--- src/rtl/seq_shift_right.sv ---
// Multi-cycle right shifter (LSR/ASR) for the LEGv8 datapath: shifts at most
// STEP bits per clock under a start/ready/done handshake.
//
//   state   | meaning
//   --------+------------------------------------------------------------
//   S_IDLE  | ready=1, waiting for start; operand/amount/mode captured at accept
//   S_SHIFT | busy=1, shifting work right by min(STEP, remaining) per clock
//   S_DONE  | done=1 for one cycle; outputData holds the new result
module seq_shift_right #(
  parameter int WIDTH   = 64,
  parameter int SHAMT_W = 6,
  parameter int STEP    = 1
) (
  input  logic               clk,
  input  logic               reset,
  input  logic               start,
  input  logic [WIDTH-1:0]   inputData,
  input  logic [SHAMT_W-1:0] shamt,
  input  logic               arith,
  output logic               ready,
  output logic               busy,
  output logic               done,
  output logic [WIDTH-1:0]   outputData
);

  typedef enum logic [1:0] {S_IDLE, S_SHIFT, S_DONE} state_t;

  localparam logic [SHAMT_W-1:0] STEP_AMT = SHAMT_W'(STEP);

  state_t             r_state;
  logic [WIDTH-1:0]   r_work;
  logic [WIDTH-1:0]   r_result;
  logic [SHAMT_W-1:0] r_remaining;
  logic               r_fill;
  logic               r_ready;
  logic               r_busy;
  logic               r_done;

  logic [SHAMT_W-1:0] w_k;
  logic [WIDTH-1:0]   w_fill_mask;
  logic [WIDTH-1:0]   w_shifted;

  // The final step of a run may be shorter than STEP.
  assign w_k         = (r_remaining < STEP_AMT) ? r_remaining : STEP_AMT;
  assign w_fill_mask = ~({WIDTH{1'b1}} >> w_k);
  assign w_shifted   = (r_work >> w_k) | (r_fill ? w_fill_mask : '0);

  always_ff @(posedge clk) begin
    if (reset) begin
      r_state     <= S_IDLE;
      r_work      <= '0;
      r_result    <= '0;
      r_remaining <= '0;
      r_fill      <= 1'b0;
      r_ready     <= 1'b1;
      r_busy      <= 1'b0;
      r_done      <= 1'b0;
    end else begin
      case (r_state)
        S_IDLE: begin
          if (start) begin
            r_work      <= inputData;
            r_remaining <= shamt;
            r_fill      <= arith & inputData[WIDTH-1];
            r_state     <= S_SHIFT;
            r_ready     <= 1'b0;
            r_busy      <= 1'b1;
          end
        end
        S_SHIFT: begin
          if (r_remaining != '0) begin
            r_work      <= w_shifted;
            r_remaining <= r_remaining - w_k;
          end else begin
            r_result <= r_work;
            r_state  <= S_DONE;
            r_busy   <= 1'b0;
            r_done   <= 1'b1;
          end
        end
        S_DONE: begin
          r_state <= S_IDLE;
          r_done  <= 1'b0;
          r_ready <= 1'b1;
        end
        default: begin
          r_state <= S_IDLE;
          r_ready <= 1'b1;
          r_busy  <= 1'b0;
          r_done  <= 1'b0;
        end
      endcase
    end
  end

  assign ready      = r_ready;
  assign busy       = r_busy;
  assign done       = r_done;
  assign outputData = r_result;

endmodule
--- config.mk ---
export PLATFORM = sky130hd
export DESIGN_NAME = seq_shift_right
export DESIGN_NICKNAME = d
export VERILOG_FILES = /design/src/rtl/seq_shift_right.sv
export SDC_FILE = /design/constraint.sdc
export NUM_CORES = 1
export LEC_CHECK = 0
export CAP_MARGIN = 20
export CORE_MARGIN = 2
export CORE_UTILIZATION = 35
export CTS_CLUSTER_SIZE = 12
export DETAILED_ROUTE_END_ITERATION = 8
export GPL_ROUTABILITY_DRIVEN = 0
export GPL_TIMING_DRIVEN = 0
export MAX_ROUTING_LAYER = met4
export PLACE_DENSITY_LB_ADDON = 0.3
export SYNTH_ARGS = -nofsm -noshare
export SYNTH_HDL_FRONTEND = slang
export SYNTH_SLANG_ARGS = --single-unit
export TNS_END_PERCENT = 5
--- constraint.sdc ---
create_clock -name clk -period 2.42 [get_ports clk]
set_clock_uncertainty 0.2 [all_clocks]
set_input_delay 0.363 -clock clk [delete_from_list [all_inputs] [get_ports clk]]
set_output_delay 0.363 -clock clk [all_outputs]
set_load 0.1 [all_outputs]
==> impl_metrics.xml, run 1 <==
<?xml version="1.0" encoding="UTF-8"?>
<metrics>
  <group name="synthesis">
    <metric name="syn-mean-instance-area" unit="µm²">9.10</metric>
    <metric name="postSynth.asyncResetShare" unit="">0</metric>
    <metric name="synth_largest_type_area_fraction" unit="">0.538</metric>
    <metric name="yosys_most_used_dff" unit="">dfxtp_1</metric>
    <metric name="synth_top_cells_by_count" unit="">dfxtp_1 (140), nand2_1 (136), a21oi_1 (74), a221o_1 (42), and2_1 (42)</metric>
    <metric name="synthTopCellsByArea" unit="">dfxtp_1 (54%), nand2_1 (9.8%), a221o_1 (8.1%)</metric>
    <metric name="synth_cell_type_count" unit="">35</metric>
    <metric name="post-synth-top-area-cell" unit="">dfxtp_1</metric>
    <metric name="synthesis.yosys.warnings" unit="">0</metric>
    <metric name="synthMostInstantiatedCell" unit="">dfxtp_1</metric>
    <metric name="syn_inst" unit="">573</metric>
    <metric name="synthesized_netlist_net_count" unit="">648</metric>
    <metric name="postSynthRegisterBits" unit="">140</metric>
    <metric name="post_synth_instance_area" unit="mm²">0.00521</metric>
    <metric name="number_of_synthesized_flops_with_an_enable_pin" unit="">0</metric>
    <metric name="sequential_share_of_the_synthesized_area" unit="">0.538</metric>
  </group>
  <group name="cts">
    <metric name="cts.path.max_buffers" unit="">2</metric>
    <metric name="tritoncts" unit="">built</metric>
    <metric name="cts_sinks" unit="">140</metric>
    <metric name="root_buffer_cell" unit="">clkbuf_16</metric>
    <metric name="cts-buffers-inserted" unit="">17</metric>
    <metric name="path_clk_slew" unit="ps">60</metric>
    <metric name="worstSkewPairLatency" unit="ps">420</metric>
    <metric name="post-cts-setup-buffers" unit="">0</metric>
    <metric name="cts_max_level" unit="">4</metric>
  </group>
  <group name="setup_path">
    <metric name="r2r-end" unit="">r_work[62]$_SDFFE_PP0P_</metric>
    <metric name="number_of_cell_instances_on_the_worst_register_to_register_path" unit="">5</metric>
    <metric name="worst_setup_path_endpoint" unit="">r_work[39]$_SDFFE_PP0P_</metric>
    <metric name="endpoint_type_of_the_worst_setup_path" unit="">flip-flop</metric>
    <metric name="worstReg2RegStart" unit="">r_remaining[2]$_SDFFE_PP0P_</metric>
    <metric name="timing.reg2reg.setup_slack" unit="ps">230</metric>
    <metric name="critical_setup_path_kind" unit="">primary input to flip-flop</metric>
    <metric name="startpoint" unit="">start</metric>
    <metric name="worstPathArrival" unit="ps">2360</metric>
    <metric name="cp_startpoint_kind" unit="">primary input</metric>
    <metric name="cp_data_required_time" unit="ps">2580</metric>
    <metric name="timing.critical_path.fanout_max" unit="">10</metric>
  </group>
  <group name="drt">
    <metric name="dr.pass1.iters" unit="">5</metric>
    <metric name="detailed_route_wl" unit="mm">15.6</metric>
    <metric name="drc" unit="">0</metric>
    <metric name="drt-vias-per-instance" unit="">5.30</metric>
    <metric name="avgRoutedWirePerCell" unit="µm">16.8</metric>
    <metric name="number_of_antenna_violating_nets_in_the_routed_design" unit="">0</metric>
    <metric name="detail_route.iter0.violations" unit="">393</metric>
    <metric name="num_vias" unit="">4916</metric>
  </group>
  <group name="layout">
    <metric name="fillers" unit="">1398</metric>
    <metric name="final_core_utilization" unit="">0.506</metric>
    <metric name="post_route_cells_drive_above_1_share" unit="">0.0766</metric>
    <metric name="areaGrowthSynthToFinish" unit="%">41.2</metric>
    <metric name="fin_nets" unit="">807</metric>
    <metric name="register_area" unit="mm²">0.00280</metric>
    <metric name="n_antenna_cell" unit="">0</metric>
    <metric name="multi_input_comb_area" unit="mm²">0.00218</metric>
    <metric name="layoutNonFillerInstCount" unit="">928</metric>
  </group>
  <group name="pwr">
    <metric name="total_power" unit="µW">6560</metric>
    <metric name="max-vdd-ir-drop" unit="mV">0.485</metric>
    <metric name="power-per-cell-area" unit="mW/mm²">892</metric>
    <metric name="p_leak" unit="µW">0.00301</metric>
  </group>
  <group name="global_routing">
    <metric name="grt_first_pass_wirelength" unit="mm">24.7</metric>
    <metric name="first_global_vias" unit="">4918</metric>
    <metric name="grt_antenna_before_repair" unit="">0</metric>
    <metric name="globalRouteTotalUtil" unit="">0.203</metric>
    <metric name="overflow" unit="">0</metric>
    <metric name="grt_max_degree" unit="">17</metric>
  </group>
  <group name="floorplanning">
    <metric name="dieHeight" unit="µm">126</metric>
    <metric name="start_util" unit="">0.359</metric>
    <metric name="core.rowCount" unit="">44</metric>
    <metric name="die_width" unit="µm">126</metric>
    <metric name="coreArea" unit="mm²">0.0145</metric>
    <metric name="design.die.area" unit="mm²">0.0159</metric>
    <metric name="num_io_pins" unit="">141</metric>
  </group>
  <group name="timing">
    <metric name="max_freq" unit="MHz">454</metric>
    <metric name="grt_setup_unrepaired" unit="">false</metric>
    <metric name="timing.final.max_slew_violations" unit="">0</metric>
    <metric name="max_slew_headroom" unit="">0.316</metric>
    <metric name="hold_violations" unit="">0</metric>
    <metric name="final.period_utilization" unit="">0.911</metric>
    <metric name="final.setup.tns" unit="ps">0</metric>
    <metric name="final-setup-viol-count" unit="">0</metric>
    <metric name="fin_crit_period" unit="ps">2200</metric>
    <metric name="tightestPinTransition" unit="ps">1030</metric>
  </group>
  <group name="job">
    <metric name="cap_viol_max_count" unit="">0</metric>
  </group>
  <group name="place">
    <metric name="port_buffers" unit="">140</metric>
    <metric name="detailed_place_hpwl" unit="mm">11.0</metric>
    <metric name="placed_cells_incl_taps" unit="">897</metric>
  </group>
  <group name="status">
    <metric name="run_status" unit="">finished, final reports clean</metric>
  </group>
  <group name="worst_hold_path">
    <metric name="min_path_type" unit="">flip-flop to flip-flop</metric>
  </group>
</metrics>
[repair_timing]
action / CTS / global route
resized for setup: 67 / 2
hold buffers: 0 / 0
endpoints found under the setup margin: 67 / 40
[flip-flops by register name, summed over array words and instances (netlist names)]
name and count:
busy 1, done 1, outputData 64, r_fill 1
r_remaining 6, r_state 2, r_work 64, ready 1
[critical path, cell delays in order]
cell and delay, ps:
clkdlybuf4s50_1 540, or3b_1 430, nor2_2 310, clkbuf_1 390, and2_1 210, a221o_1 110
[report_power, final]
part           total (µW)  leakage [µW]  internal, µW  switching (µW)
logic                1290       0.00159           428             863
registers            2640       0.00114          2490             149
clock network        2640      0.000283          1620            1010
total                6560       0.00301          4540            2030
[metal layers]
| layer | vias up | track usage | share of wire |
|---|---|---|---|
| li1 | 2351 | - | - |
| met1 | 2383 | 0.246 | 0.44 |
| met2 | 161 | 0.331 | 0.48 |
| met4 | 0 | 0.0685 | 0.017 |
| met5 | - | - | 0 |
| met3 | 21 | 0.0506 | 0.059 |
[cells in the final DEF (no fill, tap or decap), drive strengths merged]
| cell type | Yosys | routed |
|---|---|---|
| or3 | 1 | 1 |
| dlygate4sd2 | 0 | 67 |
| nor2b | 3 | 3 |
| nor3 | 2 | 2 |
| ha | 1 | 1 |
| and3 | 1 | 1 |
| o2111a | 1 | 1 |
| clkinvlp | 0 | 3 |
| clkbuf | 25 | 43 |
| buf | 21 | 21 |
| nand2 | 136 | 136 |
| bufinv | 0 | 3 |
| nor2 | 33 | 33 |
| a31oi | 1 | 1 |
| a21oi | 75 | 75 |
| a211o | 1 | 1 |
| nand2b | 6 | 6 |
| mux2i | 1 | 1 |
| and2 | 42 | 42 |
| nor4 | 2 | 2 |
| a2111oi | 1 | 1 |
| a222oi | 21 | 21 |
| inv | 2 | 5 |
| a311oi | 1 | 1 |
| nand3 | 3 | 3 |
| clkinv | 0 | 4 |
| a221o | 42 | 42 |
| o31ai | 1 | 1 |
| clkdlybuf4s50 | 0 | 73 |
| a31o | 1 | 1 |
| dfxtp | 140 | 140 |
| o21bai | 1 | 1 |
| o21ai | 4 | 4 |
| a21o | 1 | 1 |
| or3b | 2 | 2 |
| o32ai | 1 | 1 |
[cell type report]
type	instances	area share
tap	184	0.0313
clock buffer	18	0.0583
sequential	140	0.381
inverter	2	0.00102
clock inverter	13	0.0226
timing repair buffer	140	0.179
buffer	46	0.0304
multi-input combinational	385	0.297
[stage by stage]
step / hold slack [ps] / area [µm²] / setup WS, ps
after CTS: 253 / 7360 / 34.7
after detailed placement: 248 / 6840 / -385
final: 249 / 7360 / 216
after global routing: 270 / 7360 / 65.8
after floorplan: 231 / 5210 / 534
after global placement: 241 / 6840 / -343
[worst min path at each step]
stage / end / slack (ps) / cells past startpoint / startpoint
floorplan: r_fill$_SDFFE_PP0P_ / 230 / 2 / r_fill$_SDFFE_PP0P_
global placement: outputData[5]$_SDFFE_PP0P_ / 240 / 2 / r_work[5]$_SDFFE_PP0P_
detailed placement: outputData[22]$_SDFFE_PP0P_ / 250 / 2 / outputData[22]$_SDFFE_PP0P_
CTS: outputData[22]$_SDFFE_PP0P_ / 250 / 2 / outputData[22]$_SDFFE_PP0P_
global route: outputData[24]$_SDFFE_PP0P_ / 270 / 2 / outputData[24]$_SDFFE_PP0P_
finish: outputData[22]$_SDFFE_PP0P_ / 250 / 2 / outputData[22]$_SDFFE_PP0P_
[cell families after synthesis]
group,Yosys count,share of synthesized area
muxes,1,0.00192
and+or+nand+nor,231,0.199
adders and majority gates,1,0.00240
DFF,140,0.538
buffers and inverters,48,0.0444
AOI/OAI and AO/OA,152,0.215
No activity file was read; power rests on OpenSTA's default activity.
==> run 2, diff against run 1 <==
--- a/config.mk
+++ b/config.mk
@@ -5,7 +5,6 @@
 export SDC_FILE = /design/constraint.sdc
 export NUM_CORES = 1
 export LEC_CHECK = 0
-export CAP_MARGIN = 20
 export CORE_MARGIN = 2
 export CORE_UTILIZATION = 35
 export CTS_CLUSTER_SIZE = 12
==> results of run 2 <==
No change in the layout: final DEF, timing and power equal those of run 1.
==> run 3, diff against run 2 <==
--- a/config.mk
+++ b/config.mk
@@ -7,6 +7,7 @@
 export LEC_CHECK = 0
 export CORE_MARGIN = 2
 export CORE_UTILIZATION = 35
+export CTS_BUF_LIST = sky130_fd_sc_hd__clkbuf_8
 export CTS_CLUSTER_SIZE = 12
 export DETAILED_ROUTE_END_ITERATION = 8
 export GPL_ROUTABILITY_DRIVEN = 0
==> run 3 against run 2 <==
Compared with the run above: fmax down 5.4%; power down 11%; cell area down 2.6%; combinational power about the same; hold slack better by 2.5 ps; count of clock-buffer cells in the layout down 1; final cell count unchanged; sequential power about the same; setup slack worse by 130 ps.
==> impl_metrics.xml, run 3 (synthesis gave the netlist of run 1 again) <==
<?xml version="1.0" encoding="UTF-8"?>
<metrics>
  <group name="cts">
    <metric name="tritoncts" unit="">built</metric>
    <metric name="root_buffer_cell" unit="">clkbuf_8</metric>
    <metric name="worstSkewPairLatency" unit="ps">440</metric>
    <metric name="post-cts-setup-buffers" unit="">0</metric>
    <metric name="cts.path.max_buffers" unit="">2</metric>
    <metric name="postCtsHoldBufs" unit="">0</metric>
    <metric name="cts_max_level" unit="">4</metric>
    <metric name="cts_sinks" unit="">140</metric>
    <metric name="cts-buffers-inserted" unit="">17</metric>
    <metric name="path_clk_slew" unit="ps">80</metric>
  </group>
  <group name="setup_path">
    <metric name="cp_data_required_time" unit="ps">2600</metric>
    <metric name="timing.critical_path.fanout_max" unit="">10</metric>
    <metric name="cp_startpoint_kind" unit="">flip-flop</metric>
    <metric name="critical_setup_path_kind" unit="">flip-flop to flip-flop</metric>
    <metric name="endpoint_type_of_the_worst_setup_path" unit="">flip-flop</metric>
    <metric name="worstPathArrival" unit="ps">2510</metric>
  </group>
  <group name="floorplanning">
    <metric name="coreArea" unit="mm²">0.0145</metric>
    <metric name="num_io_pins" unit="">141</metric>
    <metric name="dieHeight" unit="µm">126</metric>
    <metric name="design.die.area" unit="mm²">0.0159</metric>
    <metric name="start_util" unit="">0.359</metric>
    <metric name="core.rowCount" unit="">44</metric>
    <metric name="die_width" unit="µm">126</metric>
  </group>
  <group name="status">
    <metric name="run_status" unit="">finished, final reports clean</metric>
  </group>
  <group name="global_routing">
    <metric name="overflow" unit="">0</metric>
    <metric name="grt_max_degree" unit="">17</metric>
    <metric name="grt_first_pass_wirelength" unit="mm">24.7</metric>
    <metric name="grt_antenna_before_repair" unit="">0</metric>
    <metric name="first_global_vias" unit="">4942</metric>
    <metric name="globalRouteTotalUtil" unit="">0.202</metric>
  </group>
  <group name="place">
    <metric name="detailed_place_hpwl" unit="mm">11.0</metric>
    <metric name="placed_cells_incl_taps" unit="">897</metric>
    <metric name="port_buffers" unit="">140</metric>
  </group>
  <group name="drt">
    <metric name="detail_route.iter0.violations" unit="">430</metric>
    <metric name="detailed_route_wl" unit="mm">15.5</metric>
    <metric name="dr.pass1.iters" unit="">5</metric>
    <metric name="avgRoutedWirePerCell" unit="µm">16.7</metric>
    <metric name="number_of_antenna_violating_nets_in_the_routed_design" unit="">0</metric>
    <metric name="drt-vias-per-instance" unit="">5.26</metric>
    <metric name="wl_met1" unit="mm">6.79</metric>
    <metric name="route.met3.wl" unit="µm">919</metric>
    <metric name="wl_met2" unit="mm">7.42</metric>
    <metric name="maxUsedRoutingLayer" unit="">met4</metric>
    <metric name="drc" unit="">0</metric>
    <metric name="num_vias" unit="">4881</metric>
  </group>
  <group name="layout">
    <metric name="mostFrequentLayoutCells" unit="">dfxtp_1 (140), nand2_1 (136), a21oi_1 (74)</metric>
    <metric name="n_antenna_cell" unit="">0</metric>
    <metric name="layoutNonFillerInstCount" unit="">928</metric>
    <metric name="post_route_cells_drive_above_1_share" unit="">0.0753</metric>
    <metric name="fin_nets" unit="">807</metric>
    <metric name="areaGrowthSynthToFinish" unit="%">37.5</metric>
    <metric name="final_common_cell" unit="">dfxtp_1</metric>
  </group>
  <group name="pwr">
    <metric name="max-vdd-ir-drop" unit="mV">0.300</metric>
    <metric name="power-per-cell-area" unit="mW/mm²">819</metric>
    <metric name="total_power" unit="µW">5870</metric>
    <metric name="p_leak" unit="µW">0.00293</metric>
  </group>
  <group name="timing">
    <metric name="tightestPinTransition" unit="ps">1020</metric>
    <metric name="fin_crit_period" unit="ps">2330</metric>
    <metric name="max_freq" unit="MHz">429</metric>
    <metric name="hold_violations" unit="">0</metric>
    <metric name="grt_setup_unrepaired" unit="">false</metric>
    <metric name="timing.final.max_slew_violations" unit="">0</metric>
    <metric name="final-setup-viol-count" unit="">0</metric>
    <metric name="final.period_utilization" unit="">0.962</metric>
    <metric name="max_slew_headroom" unit="">0.320</metric>
  </group>
  <group name="job">
    <metric name="cap_viol_max_count" unit="">0</metric>
  </group>
  <group name="worst_hold_path">
    <metric name="min_path_type" unit="">flip-flop to flip-flop</metric>
  </group>
</metrics>
==> run 3: worst paths after layout <==
check	start	end	slack (ps)	cells after the start
setup reg to reg	r_state[0]$_SDFFE_PP0P_	r_work[39]$_SDFFE_PP0P_	90	6
setup / recovery	r_state[0]$_SDFFE_PP0P_	r_work[39]$_SDFFE_PP0P_	90	6
hold / removal	outputData[22]$_SDFFE_PP0P_	outputData[22]$_SDFFE_PP0P_	250	2
hold reg to reg	outputData[22]$_SDFFE_PP0P_	outputData[22]$_SDFFE_PP0P_	250	2
==> run 3: through the flow <==
stage	hold WS [ps]	instance area (µm²)	TNS (ps)	utilization	setup slack (ps)
after floorplan	231	5210	0	-	534
after global placement	241	6840	-12120	0.471	-343
after detailed placement	248	6840	-13220	0.471	-385
after CTS	256	7160	0	0.493	51.7
after global routing	273	7170	0	0.493	4.63
final	251	7170	0	0.493	91.1
==> run 3: critical path, cell delays in order (launching register included) <==
cell and delay, ps:
dfxtp_1 310, buf_2 170, or3b_1 420, nor2_1 450
clkbuf_1 400, and2_1 210, a221o_1 110
==> run 3: layer usage <==
| layer | track usage | up-vias |
|---|---|---|
| met4 | 0.0659 | 0 |
| li1 | - | 2345 |
| met1 | 0.246 | 2341 |
| met3 | 0.0518 | 27 |
| met5 | - | - |
| met2 | 0.329 | 168 |
==> run 3: what timing repair did <==
item,4_1_cts,5_1_grt
cloned,0,0
endpoints found under the setup margin,67,40
gates resized for setup,67,1
==> run 3: area by class of cell <==
type	instances	area (µm²)
Tap cell	184	230
Clock inverter	14	170
Buffer	46	224
Inverter	2	7.51
Sequential cell	140	2800
Clock buffer	17	234
Fill cell	1429	7370
Multi-Input combinational cell	385	2180
Timing Repair Buffer	140	1320
==> run 3: where the power goes <==
group / internal (µW) / switching [µW] / leakage [µW] / total (µW)
registers: 2480 / 148 / 0.00114 / 2630
logic: 428 / 863 / 0.00159 / 1290
clock network: 1020 / 931 / 0.000200 / 1950
total: 3930 / 1940 / 0.00293 / 5870
